**config.mk**
```make
export PLATFORM = sky130hd
export DESIGN_NAME = pipe_stage_reg
export DESIGN_NICKNAME = d
export VERILOG_FILES = /design/src/rtl/pipe_pkg.sv /design/src/rtl/pipe_stage_reg_slot.sv /design/src/rtl/pipe_stage_reg.sv
export SDC_FILE = /design/constraint.sdc
export NUM_CORES = 1
export LEC_CHECK = 0
export ABC_AREA = 1
export ABC_CLOCK_PERIOD_IN_PS = 3910
export BUFFER_PORTS_ARGS = -buffer_cell sky130_fd_sc_hd__buf_2
export CAP_MARGIN = 5
export CORE_ASPECT_RATIO = 0.9
export CORE_UTILIZATION = 39
export DETAILED_ROUTE_END_ITERATION = 8
export GPL_ROUTABILITY_DRIVEN = 1
export HOLD_SLACK_MARGIN = 0.05
export PLACE_DENSITY = 0.7
export REMOVE_ABC_BUFFERS = 1
export SYNTH_ARGS = -nofsm -noshare
export SYNTH_HDL_FRONTEND = slang
export SYNTH_HIERARCHICAL = 1
export SYNTH_SLANG_ARGS = --single-unit
```
**constraint.sdc**
```tcl
create_clock -name clk -period 3.91 [get_ports clk]
set_input_delay 0.391 -clock clk [delete_from_list [all_inputs] [get_ports clk]]
set_output_delay 0.391 -clock clk [all_outputs]
set_load 0.01 [all_outputs]
```
**src/rtl/pipe_pkg.sv**
```systemverilog
// ---------------------------------------------------------------------------
// pipe_pkg
// Shared definitions for the flow-controlled pipeline stage register.
//   occ_state_e  : stage occupancy state; the encoding equals the number of
//                  stored entries and is driven straight onto `occupancy`.
//   src_sel_e    : where a storage position gets its entry from after the
//                  accept/emit update (nothing, the input, main or skid).
//   KILL_CNT_W   : width of the flush-kill performance counter.
//   kill_cnt_add : saturating add used by the kill counter.
// ---------------------------------------------------------------------------
package pipe_pkg;

    typedef enum logic [1:0] {
        EMPTY = 2'd0,
        ONE   = 2'd1,
        TWO   = 2'd2
    } occ_state_e;

    typedef enum logic [1:0] {
        SRC_NONE = 2'd0,
        SRC_IN   = 2'd1,
        SRC_MAIN = 2'd2,
        SRC_SKID = 2'd3
    } src_sel_e;

    localparam int KILL_CNT_W = 16;

    // Add 0..2 killed beats to the counter, sticking at all-ones.
    function automatic logic [KILL_CNT_W-1:0] kill_cnt_add(
        input logic [KILL_CNT_W-1:0] base,
        input logic [1:0]            inc
    );
        logic [KILL_CNT_W:0] sum;
        sum = {1'b0, base} + {{(KILL_CNT_W-1){1'b0}}, inc};
        if (sum[KILL_CNT_W]) begin
            return {KILL_CNT_W{1'b1}};
        end else begin
            return sum[KILL_CNT_W-1:0];
        end
    endfunction

endpackage

```
**src/rtl/pipe_stage_reg_slot.sv**
```systemverilog
// ---------------------------------------------------------------------------
// pipe_slot
// One storage entry of the stage register: {valid, noflush, ctrl, data, keep}.
// Ports:
//   clk, reset_n            : clock, asynchronous active-low reset
//   load                    : capture load_* fields this edge
//   kill                    : entry is killed by a flush this edge; combined
//                             with load the keep field is still captured
//   clear                   : entry leaves the slot (emitted or moved on)
//   load_noflush/ctrl/data/keep : fields to capture
//   valid/noflush/ctrl/data/keep : stored entry
// Whenever the slot becomes invalid its ctrl field is zeroed (and its data
// field too when ZERO_DATA=1) so the head can drive outputs directly; keep is
// never zeroed outside reset.
// ---------------------------------------------------------------------------
module pipe_slot #(
    parameter int CTRL_W    = 16,
    parameter int DATA_W    = 96,
    parameter int KEEP_W    = 32,
    parameter bit ZERO_DATA = 1'b1
) (
    input  logic              clk,
    input  logic              reset_n,
    input  logic              load,
    input  logic              kill,
    input  logic              clear,
    input  logic              load_noflush,
    input  logic [CTRL_W-1:0] load_ctrl,
    input  logic [DATA_W-1:0] load_data,
    input  logic [KEEP_W-1:0] load_keep,
    output logic              valid,
    output logic              noflush,
    output logic [CTRL_W-1:0] ctrl,
    output logic [DATA_W-1:0] data,
    output logic [KEEP_W-1:0] keep
);

    logic              valid_r;
    logic              noflush_r;
    logic [CTRL_W-1:0] ctrl_r;
    logic [DATA_W-1:0] data_r;
    logic [KEEP_W-1:0] keep_r;

    // Entry register: load, load-and-kill, clear/kill, or hold.
    always_ff @(posedge clk or negedge reset_n) begin
        if (!reset_n) begin
            valid_r   <= 1'b0;
            noflush_r <= 1'b0;
            ctrl_r    <= {CTRL_W{1'b0}};
            data_r    <= {DATA_W{1'b0}};
            keep_r    <= {KEEP_W{1'b0}};
        end else if (load && !kill) begin
            valid_r   <= 1'b1;
            noflush_r <= load_noflush;
            ctrl_r    <= load_ctrl;
            data_r    <= load_data;
            keep_r    <= load_keep;
        end else if (load) begin
            // Beat killed as it lands: only its keep value is retained.
            valid_r   <= 1'b0;
            noflush_r <= 1'b0;
            ctrl_r    <= {CTRL_W{1'b0}};
            data_r    <= ZERO_DATA ? {DATA_W{1'b0}} : load_data;
            keep_r    <= load_keep;
        end else if (clear || kill) begin
            valid_r   <= 1'b0;
            noflush_r <= 1'b0;
            ctrl_r    <= {CTRL_W{1'b0}};
            data_r    <= ZERO_DATA ? {DATA_W{1'b0}} : data_r;
        end
    end

    assign valid   = valid_r;
    assign noflush = noflush_r;
    assign ctrl    = ctrl_r;
    assign data    = data_r;
    assign keep    = keep_r;

endmodule

```
**src/rtl/pipe_stage_reg.sv**
```systemverilog
// ---------------------------------------------------------------------------
// pipe_stage_reg
// Flow-controlled pipeline stage register with optional two-entry skid
// buffer, flush with per-beat immunity, and a saturating kill counter.
// Ports:
//   clk, reset_n                    : clock, asynchronous active-low reset
//   in_valid/in_ready               : upstream handshake
//   in_ctrl/in_data/in_keep         : incoming beat fields
//   in_noflush                      : incoming beat survives flush
//   flush                           : kill non-immune beats at this edge
//   out_valid/out_ready             : downstream handshake
//   out_ctrl/out_data/out_keep      : head (main slot) fields
//   occupancy                       : stored entries (0..2)
//   kill_cnt                        : saturating count of killed beats
// An edge is resolved in two steps: the accept/emit update yields an ordered
// list of up to two candidates (c0 = head position, c1 = skid position); the
// flush then drops non-immune candidates and the survivors compact to main.
// ---------------------------------------------------------------------------
module pipe_stage_reg
    import pipe_pkg::*;
#(
    parameter int CTRL_W    = 16,
    parameter int DATA_W    = 96,
    parameter int KEEP_W    = 32,
    parameter bit SKID      = 1'b1,
    parameter bit ZERO_DATA = 1'b1
) (
    input  logic                  clk,
    input  logic                  reset_n,
    input  logic                  in_valid,
    output logic                  in_ready,
    input  logic [CTRL_W-1:0]     in_ctrl,
    input  logic [DATA_W-1:0]     in_data,
    input  logic [KEEP_W-1:0]     in_keep,
    input  logic                  in_noflush,
    input  logic                  flush,
    output logic                  out_valid,
    input  logic                  out_ready,
    output logic [CTRL_W-1:0]     out_ctrl,
    output logic [DATA_W-1:0]     out_data,
    output logic [KEEP_W-1:0]     out_keep,
    output logic [1:0]            occupancy,
    output logic [KILL_CNT_W-1:0] kill_cnt
);

    occ_state_e              state_r;
    occ_state_e              state_next_s;
    logic                    in_ready_r;
    logic [KILL_CNT_W-1:0]   kill_cnt_r;

    logic                    accept_s;
    logic                    emit_s;
    src_sel_e                c0_src_s;
    src_sel_e                c1_src_s;
    logic                    c0_nf_s;
    logic                    c1_nf_s;
    logic                    kill0_s;
    logic                    kill1_s;
    logic                    survive0_s;
    logic                    survive1_s;
    logic [1:0]              kills_s;
    logic [1:0]              survivors_s;

    logic                    main_load_s;
    logic                    main_kill_s;
    logic                    main_clear_s;
    logic                    main_from_skid_s;
    logic                    main_ld_nf_s;
    logic [CTRL_W-1:0]       main_ld_ctrl_s;
    logic [DATA_W-1:0]       main_ld_data_s;
    logic [KEEP_W-1:0]       main_ld_keep_s;
    logic                    skid_load_s;
    logic                    skid_clear_s;

    logic                    main_valid_s;
    logic                    main_nf_s;
    logic [CTRL_W-1:0]       main_ctrl_s;
    logic [DATA_W-1:0]       main_data_s;
    logic [KEEP_W-1:0]       main_keep_s;
    logic                    skid_valid_s;
    logic                    skid_nf_s;
    logic [CTRL_W-1:0]       skid_ctrl_s;
    logic [DATA_W-1:0]       skid_data_s;
    logic [KEEP_W-1:0]       skid_keep_s;

    // Noflush flag of whichever entry a candidate position comes from.
    function automatic logic src_noflush(
        input src_sel_e src,
        input logic     nf_in,
        input logic     nf_main,
        input logic     nf_skid
    );
        case (src)
            SRC_IN:   return nf_in;
            SRC_MAIN: return nf_main;
            SRC_SKID: return nf_skid;
            default:  return 1'b0;
        endcase
    endfunction

    // Without a skid slot in_ready must see out_ready in the same cycle.
    assign in_ready = SKID ? in_ready_r : (!main_valid_s || out_ready);
    assign accept_s = in_valid && in_ready;
    assign emit_s   = main_valid_s && out_ready;

    // Candidate order after the accept/emit update, before flush.
    always_comb begin
        c0_src_s = SRC_NONE;
        c1_src_s = SRC_NONE;
        case (state_r)
            EMPTY: begin
                if (accept_s) begin
                    c0_src_s = SRC_IN;
                end else begin
                    c0_src_s = SRC_NONE;
                end
            end
            ONE: begin
                if (accept_s && emit_s) begin
                    c0_src_s = SRC_IN;
                end else if (accept_s) begin
                    c0_src_s = SRC_MAIN;
                    c1_src_s = SRC_IN;
                end else if (emit_s) begin
                    c0_src_s = SRC_NONE;
                end else begin
                    c0_src_s = SRC_MAIN;
                end
            end
            TWO: begin
                if (emit_s) begin
                    c0_src_s = SRC_SKID;
                end else begin
                    c0_src_s = SRC_MAIN;
                    c1_src_s = SRC_SKID;
                end
            end
            default: begin
                c0_src_s = SRC_NONE;
                c1_src_s = SRC_NONE;
            end
        endcase
    end

    // Flush resolution: which candidates die and how many survive.
    always_comb begin
        c0_nf_s     = src_noflush(c0_src_s, in_noflush, main_nf_s, skid_nf_s);
        c1_nf_s     = src_noflush(c1_src_s, in_noflush, main_nf_s, skid_nf_s);
        kill0_s     = (c0_src_s != SRC_NONE) && flush && !c0_nf_s;
        kill1_s     = (c1_src_s != SRC_NONE) && flush && !c1_nf_s;
        survive0_s  = (c0_src_s != SRC_NONE) && !kill0_s;
        survive1_s  = (c1_src_s != SRC_NONE) && !kill1_s;
        kills_s     = {1'b0, kill0_s} + {1'b0, kill1_s};
        survivors_s = {1'b0, survive0_s} + {1'b0, survive1_s};
    end

    // Slot commands: first survivor goes to main, second to skid.
    always_comb begin
        main_load_s      = 1'b0;
        main_kill_s      = 1'b0;
        main_clear_s     = 1'b0;
        main_from_skid_s = 1'b0;
        skid_load_s      = 1'b0;
        skid_clear_s     = 1'b0;
        if (survive0_s) begin
            if (c0_src_s != SRC_MAIN) begin
                main_load_s      = 1'b1;
                main_from_skid_s = (c0_src_s == SRC_SKID);
            end else begin
                main_load_s      = 1'b0;
            end
        end else if (survive1_s) begin
            main_load_s      = 1'b1;
            main_from_skid_s = (c1_src_s == SRC_SKID);
        end else if (kill0_s) begin
            // Nothing survives: the killed head still leaves its keep behind.
            main_kill_s = 1'b1;
            if (c0_src_s != SRC_MAIN) begin
                main_load_s      = 1'b1;
                main_from_skid_s = (c0_src_s == SRC_SKID);
            end else begin
                main_load_s      = 1'b0;
            end
        end else if (main_valid_s) begin
            main_clear_s = 1'b1;
        end else begin
            main_clear_s = 1'b0;
        end

        if (survive0_s && survive1_s) begin
            skid_load_s = (c1_src_s == SRC_IN);
        end else if (skid_valid_s) begin
            skid_clear_s = 1'b1;
        end else begin
            skid_clear_s = 1'b0;
        end
    end

    // Main slot load mux: the only sources are the input and the skid slot.
    always_comb begin
        if (main_from_skid_s) begin
            main_ld_nf_s   = skid_nf_s;
            main_ld_ctrl_s = skid_ctrl_s;
            main_ld_data_s = skid_data_s;
            main_ld_keep_s = skid_keep_s;
        end else begin
            main_ld_nf_s   = in_noflush;
            main_ld_ctrl_s = in_ctrl;
            main_ld_data_s = in_data;
            main_ld_keep_s = in_keep;
        end
    end

    // Next occupancy state is the number of surviving entries.
    always_comb begin
        case (survivors_s)
            2'd0:    state_next_s = EMPTY;
            2'd1:    state_next_s = ONE;
            default: state_next_s = TWO;
        endcase
    end

    // Occupancy state register and registered in_ready.
    always_ff @(posedge clk or negedge reset_n) begin
        if (!reset_n) begin
            state_r    <= EMPTY;
            in_ready_r <= 1'b1;
        end else begin
            state_r    <= state_next_s;
            in_ready_r <= (state_next_s != TWO);
        end
    end

    // Saturating kill counter.
    always_ff @(posedge clk or negedge reset_n) begin
        if (!reset_n) begin
            kill_cnt_r <= {KILL_CNT_W{1'b0}};
        end else begin
            kill_cnt_r <= kill_cnt_add(kill_cnt_r, kills_s);
        end
    end

    pipe_slot #(
        .CTRL_W    (CTRL_W),
        .DATA_W    (DATA_W),
        .KEEP_W    (KEEP_W),
        .ZERO_DATA (ZERO_DATA)
    ) u_main (
        .clk          (clk),
        .reset_n      (reset_n),
        .load         (main_load_s),
        .kill         (main_kill_s),
        .clear        (main_clear_s),
        .load_noflush (main_ld_nf_s),
        .load_ctrl    (main_ld_ctrl_s),
        .load_data    (main_ld_data_s),
        .load_keep    (main_ld_keep_s),
        .valid        (main_valid_s),
        .noflush      (main_nf_s),
        .ctrl         (main_ctrl_s),
        .data         (main_data_s),
        .keep         (main_keep_s)
    );

    generate
        if (SKID) begin : g_skid
            pipe_slot #(
                .CTRL_W    (CTRL_W),
                .DATA_W    (DATA_W),
                .KEEP_W    (KEEP_W),
                .ZERO_DATA (ZERO_DATA)
            ) u_skid (
                .clk          (clk),
                .reset_n      (reset_n),
                .load         (skid_load_s),
                .kill         (1'b0),
                .clear        (skid_clear_s),
                .load_noflush (in_noflush),
                .load_ctrl    (in_ctrl),
                .load_data    (in_data),
                .load_keep    (in_keep),
                .valid        (skid_valid_s),
                .noflush      (skid_nf_s),
                .ctrl         (skid_ctrl_s),
                .data         (skid_data_s),
                .keep         (skid_keep_s)
            );
        end else begin : g_no_skid
            assign skid_valid_s = 1'b0;
            assign skid_nf_s    = 1'b0;
            assign skid_ctrl_s  = {CTRL_W{1'b0}};
            assign skid_data_s  = {DATA_W{1'b0}};
            assign skid_keep_s  = {KEEP_W{1'b0}};
        end
    endgenerate

    assign out_valid = main_valid_s;
    assign out_ctrl  = main_ctrl_s;
    assign out_data  = main_data_s;
    assign out_keep  = main_keep_s;
    assign occupancy = state_r;
    assign kill_cnt  = kill_cnt_r;

endmodule

```
# Word level (Yosys, flattened, before mapping)
# Cells that the tools add are included.
# totals
regBits	311
output_inout_bits	164
word_cells	105
# classes
add_sub_neg	3
eq_ne	11
mux	54
n_reduce_logical	24
# ops
op	count
$mux W96	6
$mux W16	7
$mux W32	3
$mux W1	28
$add A16 B2 Y17	1
$logic_and A1 B1 Y1	11
$eq A2 B2 Y1 const B	5
$mux W2	5
$eq A2 B1 Y1 const B	4
$pmux W2 S2	2
$reduce_bool A2 Y1	4
$pmux W1 S3	2
$pmux W2 S3	1
$logic_not A1 Y1	5
$add A1 B1 Y2	2
$logic_not A2 Y1	2
$ne A2 B2 Y1 const B	2
$reduce_bool A3 Y1	1
$logic_or A1 B1 Y1	1

# Depth between registers and ports, before layout
# Gate-level depths: netlist of run 1.
# depth
depth_word	16
depth_mapped	22
mapped_depth_nobuf	22

# By module
# Netlist of run 1, hierarchy kept.
# by_module_without_submodules
mod	n_inst	cells_each	area_each_um2	seq_area_each_um2
pipe_slot	2	630	5672.9	3653.5
pipe_stage_reg	1	650	3649.8	476.7

# Worst setup path before layout of run 1
# Ideal clock, no wire load.
# synth_timing
kind	reg-to-reg
start	reg state_r[1] (netlist: occupancy[1])
end	reg kill_cnt_r[14] (netlist: kill_cnt[14])
setup_time_ns	0.122
t_arrival_ns	2.988
t_required_ns	3.788
setup_slack_ns	0.801
path_stages_with_launch	23
n_path_buf	0
cell_sequence	dfrtp_1 -> inv_1 -> ha_1 -> nand3_1 -> nand2_2 -> nand2_1 -> nand2_1 -> nand2_2 -> nand2_2 -> nand3_4 -> xor2_1 -> inv_1 -> ha_1 -> inv_1 -> nand2_1 -> ha_1 -> nand3_1 -> nor4_1 -> nand2_1 -> inv_1 -> nand3_1 -> xor2_1 -> nand2_1
# synth_between
elab_chain_cells	9
word_cells_on_any_way	24
cone_classes	2 x add/sub; 8 x eq/ne; 5 x mux; 9 x reduce/logical
# synth_rtl
element	line	text
start: declaration	pipe_stage_reg.sv:46	occ_state_e state_r;
start signal: assignment	pipe_stage_reg.sv:229	state_r <= state_next_s;
$eq A2 B2 Y1, or another cell as far along	pipe_stage_reg.sv:110	case (state_r)
$pmux W2 S3 or $pmux W2 S2 (tied branches)	pipe_stage_reg.sv:110	
$eq A2 B2 Y1 or $eq A2 B1 Y1 (tied branches)	pipe_stage_reg.sv:93	case (src)
$pmux W1 S3	pipe_stage_reg.sv:93	
$logic_not A1 Y1, on equally long branches	pipe_stage_reg.sv:149, pipe_stage_reg.sv:150	
$logic_and A1 B1 Y1, on equally long branches	pipe_stage_reg.sv:149, pipe_stage_reg.sv:150	
$add A1 B1 Y2 (*)	pipe_stage_reg.sv:153	kills_s = {1'b0, kill0_s} + {1'b0, kill1_s};
$add A16 B2 Y17 (*)	pipe_pkg.sv:34	sum = {1'b0, base} + {{(KILL_CNT_W-1){1'b0}}, inc};
$mux W16 (*)	pipe_pkg.sv:35	if (sum[KILL_CNT_W]) begin
end signal: assignment	pipe_stage_reg.sv:237	kill_cnt_r <= {KILL_CNT_W{1'b0}};
end signal: assignment	pipe_stage_reg.sv:239	kill_cnt_r <= kill_cnt_add(kill_cnt_r, kills_s);
end: declaration	pipe_stage_reg.sv:49	logic [KILL_CNT_W-1:0] kill_cnt_r;
# Mark *: on every way between the ends. The rest lies on a longest branch, timed or not.
# A chain may end at the register's enable or synchronous reset.

# Worst setup path in the final report of run 1
# layout_timing
start	reg state_r[0] (netlist: occupancy[0])
end	reg kill_cnt_r[14] (netlist: kill_cnt[14])
# Same word-level chain as after synthesis.

==> results of run 1 <==
[flip-flops by register name (all words and copies together), names as in the netlist]
signal and flops:
g_skid.u_skid/data 96, u_main/data 96, u_main/ctrl 16, g_skid.u_skid/ctrl 16, g_skid.u_skid/valid 1, g_skid.u_skid/noflush 1, in_ready 1, u_main/noflush 1
g_skid.u_skid/keep 32, occupancy 2, u_main/keep 32, u_main/valid 1, kill_cnt 16
[tightest hold or removal path: stages]
cell and delay, ns:
buf_2 0.08, nand2_1 0.04, nand2_1 0.05
[final cells by class]
cell class                 instances  area share (%)
tap                              483            3.37
sequential                       311            43.4
clock inverter                    10           0.837
inverter                          33           0.719
antenna                            3          0.0419
timing repair buffer             333            10.3
multi-input combinational       1433            35.4
clock buffer                      52            5.92
[cells in the final DEF (no fill, tap or decap), types with 3 or more instances in the layout]
cell and instances:
nor3_1 3, ha_1 8, buf_2 312, dfrtp_1 310
nand4_1 6, nand2_2 6, clkbuf_1 7, inv_2 4
o21ai_0 7, clkinv_2 6, buf_4 10, conb_1 3
nand3_2 40, clkbuf_8 8, bufinv_16 4, xor2_1 4
inv_1 27, nor2_4 5, diode_2 3, nor2_1 9
nand2_1 975, clkbuf_16 37, buf_12 9, nand3_1 348
[cell families (layout without fill, tap and decap cells)]
family          after synthesis  in the layout  share of synthesized area (%)
compound gates               13             13                          0.559
xor+xnor                      6              6                          0.350
fa+ha+maj                     8              8                          0.668
buf+inv                     168            428                           6.02
flops                       311            311                           51.9
other cells                   1              6                         0.0250
simple gates               1403           1403                           40.5
[worst max-delay path by stage]
stage | start | to | slack (ns) | cells past startpoint
final | occupancy[0] | kill_cnt[14] | 0.72 | 23
after global routing | occupancy[0] | kill_cnt[14] | 0.34 | 23
after CTS | occupancy[0] | kill_cnt[14] | 0.72 | 23
after detailed placement | occupancy[0] | kill_cnt[14] | 0.78 | 23
after global placement | occupancy[1] | g_skid.u_skid/data[51] | 0.85 | 17
after floorplan | occupancy[0] | u_main/ctrl[0] | -2.49 | 17
[stage by stage]
| stage | util [%] | TNS (ns) |
|---|---|---|
| final | 47.7 | 0 |
| after global placement | 44.5 | 0 |
| after CTS | 47.7 | 0 |
| after detailed placement | 44.5 | 0 |
| after floorplan | - | -442.56 |
| after global routing | 47.7 | 0 |
[report_power, final]
| group | switching, µW | total [µW] | internal (µW) |
|---|---|---|---|
| Combinational | 2820 | 4140 | 1320 |
| Sequential | 452 | 4410 | 3960 |
| Clock | 1310 | 3450 | 2140 |
[timing repair]
item                                    4_1_cts  5_1_grt
endpoints found under the setup margin        0        0
hold endpoints to repair                    110        0
gates resized for setup                       0        0
hold buffers                                  1        0
[per-layer routing]
metal | GRT usage [%] | vias up
met5 | 0 | -
met2 | 37.0 | 377
met3 | 4.57 | 48
met1 | 29.0 | 6557
li1 | - | 6531
met4 | 4.67 | 6
==> results.cfg, run 1 <==
[synth]
async_flop_share_pct = 100
avgSynthCellArea_um2 = 7.85
seq_area_frac_synth_pct = 51.9
ys_ff_latch = 311
synth_most_common_cell = nand2_1
synth_warnings = 6
synth_edf_count = 0
synth_cells = 1910
synthFlopType = dfrtp_1
synth_area_um2 = 15000
ys_top_cells_by_area = dfrtp_1 52%, nand2_1 24%, nand3_1 12%, buf_2 3.0%, nand3_2 2.7%
yosys-top-cells-count = 975 x nand2_1, 348 x nand3_1, 310 x dfrtp_1, 90 x buf_2, 41 x nand3_2
yosysUniqueCellTypes = 35
yosysTopAreaCellShare_pct = 51.7
yosysTopAreaCell = dfrtp_1

[worst_setup_path]
path_max_fanout = 5
cpLargestDelayFamily = simple AND/OR/NAND/NOR gates
crit_chain = inv_1, ha_1, inv_2, nand2_2, nand2_1, nand2_1, nand2_2, nand2_2, nand3_4, xor2_1, inv_1, ha_1, inv_1, nand2_1, ha_1, nand3_1, nor4_1, buf_4, nand2_1, inv_1, nand3_1, xor2_1, nand2_1
path_class = reg -> reg
timing.rr.end = kill_cnt[14]
max_stage_delay_ns = 0.41
critPathMostFrequentCell = nand2_1
crit_path_end_kind = flip-flop
cp.arrival_ns = 3.59
required_ns = 4.30
critPathSlowestCell = dfrtp_1
r2r_slack_ns = 0.72
r2r_start = occupancy[0]
worst-path-buf-inv = 6
startpoint_type = flip-flop
r2r_cells = 23

[floorplan]
die_h_um = 188
coreArea_um2 = 37600
initial_core_util_pct = 39.9
dieWidth_um = 209
rows = 67
boundaryPins = 314
die_area_um2 = 39200

[sta]
slew_violations = 0
max_clock_freq_mhz = 313
holdWs_ns = 0.0934
rsz0062_at_grt = no
fin_skew_ns = 0.00905
final-hold-violation-count = 0
fin_crit_ns = 3.19
max_slew_margin_pct = 29.6
fin_ws_ns = 0.716
post-route-period-util_pct = 81.7
tightest_slew_ns = 1.06
setup_viol = 0

[placed_design]
place_area_um2 = 16700
dpl.hpwl_mm = 25.2
gp_congestion = 0.879
place_inst = 2592
portBuffers = 313
dp_slack_ns = 0.781

[finish]
fin_cells = 2658
design_area_um2 = 17900
multiInputGateArea_um2 = 6350
fin_nets = 2305
area_growth_pct = 19.6
seq_area_um2 = 7780
final_layout_size_suffix_gt1_share_pct = 20.9
nFillCells = 3691

[hold_path]
hold_path.class = in -> reg
whs_path_depth = 3
holdCritStartpoint = in_data[29]
holdPathEnd = g_skid.u_skid/data[29]

[routing]
highest_layer = met5
drt-met1-wl_mm = 19.0
drtIter0Drc = 969
via_count = 13500
wl_met3_mm = 2.71
vias_per_cell = 5.09
remaining_drc_errors = 0
drt_wl_total_mm = 42.3
post_drt_wl_per_cell_um = 15.9
ant_nets = 0
wl_met2_mm = 20.0
dr.pass1.iters = 5

[cts]
post_cts_buffers = 0
cts.sinks = 311
cts.clk_slew.worst_paths_ns = 0.06
cts_buffer_depth = 3
root_buffer = clkbuf_16
clock_latency_ns = 0.52
cts_tree = done
cts_buffers = 35
htree_levels = 2

[power]
powerDensity_nw_per_um2 = 670
p_leak_uw = 0.0105
p_total_uw = 12000
vdd_drop_max_uv = 512

[grt]
grt.overflow.total = 0
grt_max_degree = 146
grt_pass1_wl_mm = 70.5
grt_usage_pct = 21.9
antenna_found_initial = 4
grt_pass1_vias = 13500

[status]
outcome = complete, no violations

[job]
maxCapViolCount = 0
No activity file was read; power rests on OpenSTA's default activity.
==> run 2, diff against run 1 <==
--- a/config.mk
+++ b/config.mk
@@ -5,8 +5,8 @@
 export SDC_FILE = /design/constraint.sdc
 export NUM_CORES = 1
 export LEC_CHECK = 0
-export ABC_AREA = 1
-export ABC_CLOCK_PERIOD_IN_PS = 3910
+export ABC_AREA = 0
+export ABC_CLOCK_PERIOD_IN_PS = 3090
 export BUFFER_PORTS_ARGS = -buffer_cell sky130_fd_sc_hd__buf_2
 export CAP_MARGIN = 5
 export CORE_ASPECT_RATIO = 0.9
@@ -14,7 +14,7 @@
 export DETAILED_ROUTE_END_ITERATION = 8
 export GPL_ROUTABILITY_DRIVEN = 1
 export HOLD_SLACK_MARGIN = 0.05
-export PLACE_DENSITY = 0.7
+export PLACE_DENSITY = 0.71
 export REMOVE_ABC_BUFFERS = 1
 export SYNTH_ARGS = -nofsm -noshare
 export SYNTH_HDL_FRONTEND = slang
==> constraint.sdc (replaced) <==
create_clock -name clk -period 3.09 [get_ports clk]
set_input_delay 0.309 -clock clk [delete_from_list [all_inputs] [get_ports clk]]
set_output_delay 0.309 -clock clk [all_outputs]
set_load 0.01 [all_outputs]
==> results.cfg, run 2 <==
[job]
maxCapViolCount = 0

[power]
vdd_drop_max_uv = 570
clock_power_share_pct = 28.5
pwr-share-seq_pct = 35.7
powerDensity_nw_per_um2 = 775
power.internal_uw = 10200
p_leak_uw = 0.00947
switchingPower_uw = 4980
comb_power_share_pct = 35.8
switching_share_pct = 32.8

[sta]
holdWs_ns = 0.0680
fin_skew_ns = 0.0153
fin_crit_ns = 3.11
max_clock_freq_mhz = 321
tightest_slew_ns = 0.887
fin_ws_ns = -0.0221
final-hold-violation-count = 0
setup_viol = 7
max_slew_margin_pct = 40.8
post-route-period-util_pct = 101
slew_violations = 0
rsz0062_at_grt = yes

[worst_setup_path]
crit_chain = buf_6, ha_4, and4b_2, a211oi_4, buf_4, o211ai_1, xnor2_1, ha_2, o21bai_1, ha_2, nand2_4, nor3_4, nand4_1, buf_6, nand2_2, mux2_4
cp.arrival_ns = 3.56
path_class = reg -> reg
startpoint_type = flip-flop
required_ns = 3.54
crit_path_end_kind = flip-flop
critPathSlowestCell = dfrtp_2
path_max_fanout = 7
max_stage_delay_ns = 0.45

[grt]
grt_usage_pct = 21.7
grt_pass1_wl_mm = 64.6
grt.overflow.total = 0
grt_pass1_vias = 11600
antenna_found_initial = 3
grt_max_degree = 84

[cts]
root_buffer = clkbuf_16
cts_buffer_depth = 3
cts.clk_slew.worst_paths_ns = 0.06
cts.sinks = 311
cts_buffers = 35
clock_latency_ns = 0.51
htree_levels = 2
cts_tree = done

[synth]
synthFlopType = dfrtp_1
yosys-top-cells-count = 310 x dfrtp_1, 226 x a32o_1, 164 x mux2_2, 56 x buf_2, 49 x mux2_4
synth_most_common_cell = dfrtp_1
seq_area_frac_synth_pct = 55.3
ys_top_cells_by_area = dfrtp_1 55%, a32o_1 16%, mux2_2 13%, mux2_4 5.2%, buf_2 2.0%
synth_area_um2 = 14100
synth_edf_count = 0
yosysTopAreaCell = dfrtp_1
synth_cells = 980
yosysUniqueCellTypes = 47
synth_warnings = 6
avgSynthCellArea_um2 = 14.4
yosysTopAreaCellShare_pct = 55.1
ys_ff_latch = 311
async_flop_share_pct = 100

[placed_design]
portBuffers = 313
dpl.hpwl_mm = 24.5
gp_congestion = 0.821
dp_slack_ns = -0.208
place_inst = 1738

[finish]
fin_cells = 1969
area_growth_pct = 39.3
final_layout_size_suffix_gt1_share_pct = 47.8
fin_nets = 1631
final_cell_mix = 312 x buf_2, 308 x dfrtp_1, 226 x a32o_1
mostFrequentLayoutCell = buf_2

[floorplan]
die_area_um2 = 36900
dieWidth_um = 202
die_h_um = 182
rows = 65
boundaryPins = 314
coreArea_um2 = 35300
initial_core_util_pct = 39.9

[routing]
drt_wl_total_mm = 41.5
post_drt_wl_per_cell_um = 21.1
remaining_drc_errors = 0
vias_per_cell = 5.64
via_count = 11100
drtIter0Drc = 710
dr.pass1.iters = 5
ant_nets = 0

[status]
violations = setup timing
outcome = finished with violations

[hold_path]
hold_path.class = in -> reg
[run 2: cell count changes after synthesis, moves of 41 or more]
cell     delta
nand3_1   -336
nand2_1   -959
mux2_4     +49
nand3_2    -41
mux2_2    +164
a32o_1    +226
[run 2: power by group through the flow]
stage	registers, µW	logic, µW	clock network (µW)
finish	5430	5430	4330
global route	5520	5780	4590
CTS	5400	5220	4430
detailed placement	5460	4980	0
global placement	5410	4900	0
floorplan	5770	2530	0
[run 2: critical path, delay by kind of cell, from the launching register on]
kind,cells,cell delay (ns)
fa+ha+maj,3,0.59
compound gates,3,0.49
mux,1,0.14
flops,1,0.45
buf+inv,3,0.48
simple gates,5,0.69
xor+xnor,1,0.22
[run 2: cell type report]
cell class                      instances  area (µm²)
Clock inverter                          9         120
Timing Repair Buffer                  551        4170
Tap cell                              469         587
Fill cell                            2816       15700
Multi-Input combinational cell        560        5800
Sequential cell                       311        7790
Clock buffer                           54        1090
Antenna cell                            1        2.50
Inverter                               14        55.1
[run 2: kinds of logic after synthesis]
family	after synthesis	synth area share (%)
DFF	311	55.3
AOI/OAI and AO/OA	257	17.7
muxes	217	18.6
buffers and inverters	113	4.84
and+or+nand+nor	67	2.48
adders and majority gates	8	0.711
xor gates and xnor gates	6	0.373
other	1	0.0266
[run 2: worst paths after layout]
kind	startpoint	endpoint	slack, ns	cells past startpoint
max in group asynchronous	reset_n	g_skid.u_skid/data[89]	1.79	3
worst min-delay path	in_data[13]	g_skid.u_skid/data[13]	0.07	2
worst max register to register	occupancy[1]	kill_cnt[3]	-0.02	16
worst max-delay path	occupancy[1]	kill_cnt[3]	-0.02	16
worst min register to register	u_main/keep[5]	u_main/keep[5]	0.50	1
min in group asynchronous	reset_n	g_skid.u_skid/keep[22]	0.37	2
[run 2: layer usage]
metal  track usage, %  vias up  routed length (µm)
li1                 -     4890                   -
met1             29.3     5685               17900
met2             34.9      438               19900
met3             4.36       94                2570
met4             7.22        4                1130
met5                0        -                  26
[run 2: stage by stage]
| stage | setup TNS, ns | utilization [%] | instance area, µm² | power (µW) |
|---|---|---|---|---|
| 3_5_place_dp | -22.31 | 46.7 | 16500 | 10400 |
| 4_1_cts | 0 | 54.5 | 19200 | 15000 |
| 6_report | -0.0989 | 55.6 | 19600 | 15200 |
| 2_1_floorplan | -1140.01 | - | 13500 | 8300 |
| 5_1_grt | -2.54 | 55.6 | 19600 | 15900 |
| 3_3_place_gp | -11.02 | 46.7 | 16500 | 10300 |
[run 2: what timing repair did]
action                     CTS  global route
pin swaps                    3             8
cloned                       2             4
buffers inserted            10            10
hold buffers               141             0
gates resized for setup      6            45
hold endpoints to repair   209             0
setup endpoints to repair  249           290
==> run 3, diff against run 2 <==
--- a/config.mk
+++ b/config.mk
@@ -8,13 +8,13 @@
 export ABC_AREA = 0
 export ABC_CLOCK_PERIOD_IN_PS = 3090
 export BUFFER_PORTS_ARGS = -buffer_cell sky130_fd_sc_hd__buf_2
-export CAP_MARGIN = 5
+export CAP_MARGIN = 15
 export CORE_ASPECT_RATIO = 0.9
 export CORE_UTILIZATION = 39
 export DETAILED_ROUTE_END_ITERATION = 8
 export GPL_ROUTABILITY_DRIVEN = 1
 export HOLD_SLACK_MARGIN = 0.05
-export PLACE_DENSITY = 0.71
+export MAX_ROUTING_LAYER = met4
 export REMOVE_ABC_BUFFERS = 1
 export SYNTH_ARGS = -nofsm -noshare
 export SYNTH_HDL_FRONTEND = slang
==> results.cfg, run 3 (synthesized netlist as in run 2, its figures left out) <==
[finish]
nFillCells = 2975
seq_area_um2 = 7780
fin_nets = 1602
multiInputGateArea_um2 = 5750
final_layout_size_suffix_gt1_share_pct = 46.2
mostFrequentLayoutCell = buf_2
final_cell_mix = 312 x buf_2, 309 x dfrtp_1, 226 x a32o_1
final_core_util_pct = 54.5
area_growth_pct = 36.5

[sta]
tightest_slew_ns = 0.619
fin_skew_ns = 0.0247
holdWs_ns = 0.0966
slew_violations = 0
post-route-period-util_pct = 95.2
max_clock_freq_mhz = 340
final-hold-violation-count = 0
setup_viol = 0
max_slew_margin_pct = 58.7
fin_crit_ns = 2.94
rsz0062_at_grt = yes

[floorplan]
dieWidth_um = 202
coreArea_um2 = 35300
rows = 65
initial_core_util_pct = 39.9
boundaryPins = 314
die_h_um = 182
die_area_um2 = 36900

[worst_setup_path]
cpLargestDelayFamily = adder cells
worst-path-buf-inv = 3
r2r_cells = 16
cp.arrival_ns = 3.34
path_class = reg -> reg
critPathSlowestCell = dfrtp_2
startpoint_type = flip-flop
path_max_fanout = 6
timing.rr.end = kill_cnt[13]
crit_path_end_kind = flip-flop
max_stage_delay_ns = 0.41
r2r_slack_ns = 0.15
r2r_start = occupancy[0]
required_ns = 3.49
crit_chain = inv_2, ha_1, and4b_1, a211oi_2, buf_4, o211ai_1, xnor2_1, ha_2, o21bai_4, ha_2, nand2_2, nor3_2, nand4_1, buf_6, nand2_2, mux2_4

[grt]
grt_pass1_wl_mm = 61.6
grt.overflow.total = 0
grt_max_degree = 94
grt_usage_pct = 21.3
grt_pass1_vias = 11200
antenna_found_initial = 1

[power]
p_total_uw = 14700
vdd_drop_max_uv = 594
powerDensity_nw_per_um2 = 766
p_leak_uw = 0.00922

[cts]
cts_tree = done
cts.clk_slew.worst_paths_ns = 0.06
root_buffer = clkbuf_16
htree_levels = 2
cts_buffers = 35
cts.sinks = 311
cts_buffer_depth = 3
clock_latency_ns = 0.54

[placed_design]
portBuffers = 313
dpl.hpwl_mm = 24.2
gp_congestion = 0.806

[status]
outcome = complete, no violations

[routing]
drtIter0Drc = 660
remaining_drc_errors = 0
dr.pass1.iters = 7
drt_wl_total_mm = 39.1
post_drt_wl_per_cell_um = 20.1
via_count = 10700
vias_per_cell = 5.51
ant_nets = 0

[hold_path]
whs_path_depth = 2
holdCritStartpoint = in_noflush
hold_path.class = in -> reg
holdPathEnd = g_skid.u_skid/noflush

[job]
maxCapViolCount = 0
[run 3: worst register-to-register path: cells and delay by family (launching register included)]
family | cells | cell delay, ns
adders and majority gates | 3 | 0.57
DFF | 1 | 0.41
muxes | 1 | 0.27
xor gates and xnor gates | 1 | 0.17
buffers and inverters | 3 | 0.37
AOI/OAI and AO/OA | 3 | 0.52
and+or+nand+nor | 5 | 0.52
[run 3: cell type report]
cell class,count,share of cell area (%)
Tap cell,469,3.05
Sequential cell,311,40.5
Antenna cell,1,0.0130
Clock buffer,50,5.21
Multi-Input combinational cell,559,29.9
Inverter,14,0.286
Timing Repair Buffer,523,20.3
Clock inverter,14,0.755
[run 3: worst max-delay path by stage]
stage,startpoint,endpoint,cells past startpoint
after floorplan,occupancy[1],u_main/ctrl[0],10
after global placement,occupancy[0],g_skid.u_skid/data[28],12
after detailed placement,occupancy[0],g_skid.u_skid/data[18],12
after CTS,occupancy[1],kill_cnt[13],16
after global routing,occupancy[1],kill_cnt[11],15
final,occupancy[0],kill_cnt[13],16
[run 3: through the flow]
step | setup WS [ns] | TNS [ns] | std cells | cell area, µm²
after floorplan | -5.14 | -1140.01 | 883 | 13500
after global placement | -0.0192 | -0.287 | 1720 | 16400
after detailed placement | -0.0617 | -3.15 | 1720 | 16400
after CTS | 0.00301 | 0 | 1932 | 19000
after global routing | -0.0159 | -0.0795 | 1941 | 19200
final | 0.149 | 0 | 1941 | 19200
[run 3: timing repair]
item | 4_1_cts | 5_1_grt
pin swaps | 1 | 9
hold buffers | 145 | 0
cloned | 0 | 1
setup buffers | 3 | 7
gates resized for setup | 4 | 29
endpoints found under the hold margin | 214 | 0
setup endpoints to repair | 170 | 277
[run 3: where the power goes]
part / leakage [µW] / internal (µW) / switching [µW]
logic: 0.00451 / 2510 / 2730
registers: 0.00415 / 4910 / 487
clock network: 0.000552 / 2370 / 1720
total: 0.00922 / 9790 / 4930
[run 3: layer usage]
metal,wire length (µm),vias to the layer above,GRT usage [%]
met4,956,0,6.62
met5,0,-,-
met1,17100,5467,28.1
met2,18900,342,33.7
met3,2140,68,3.46
li1,-,4810,-
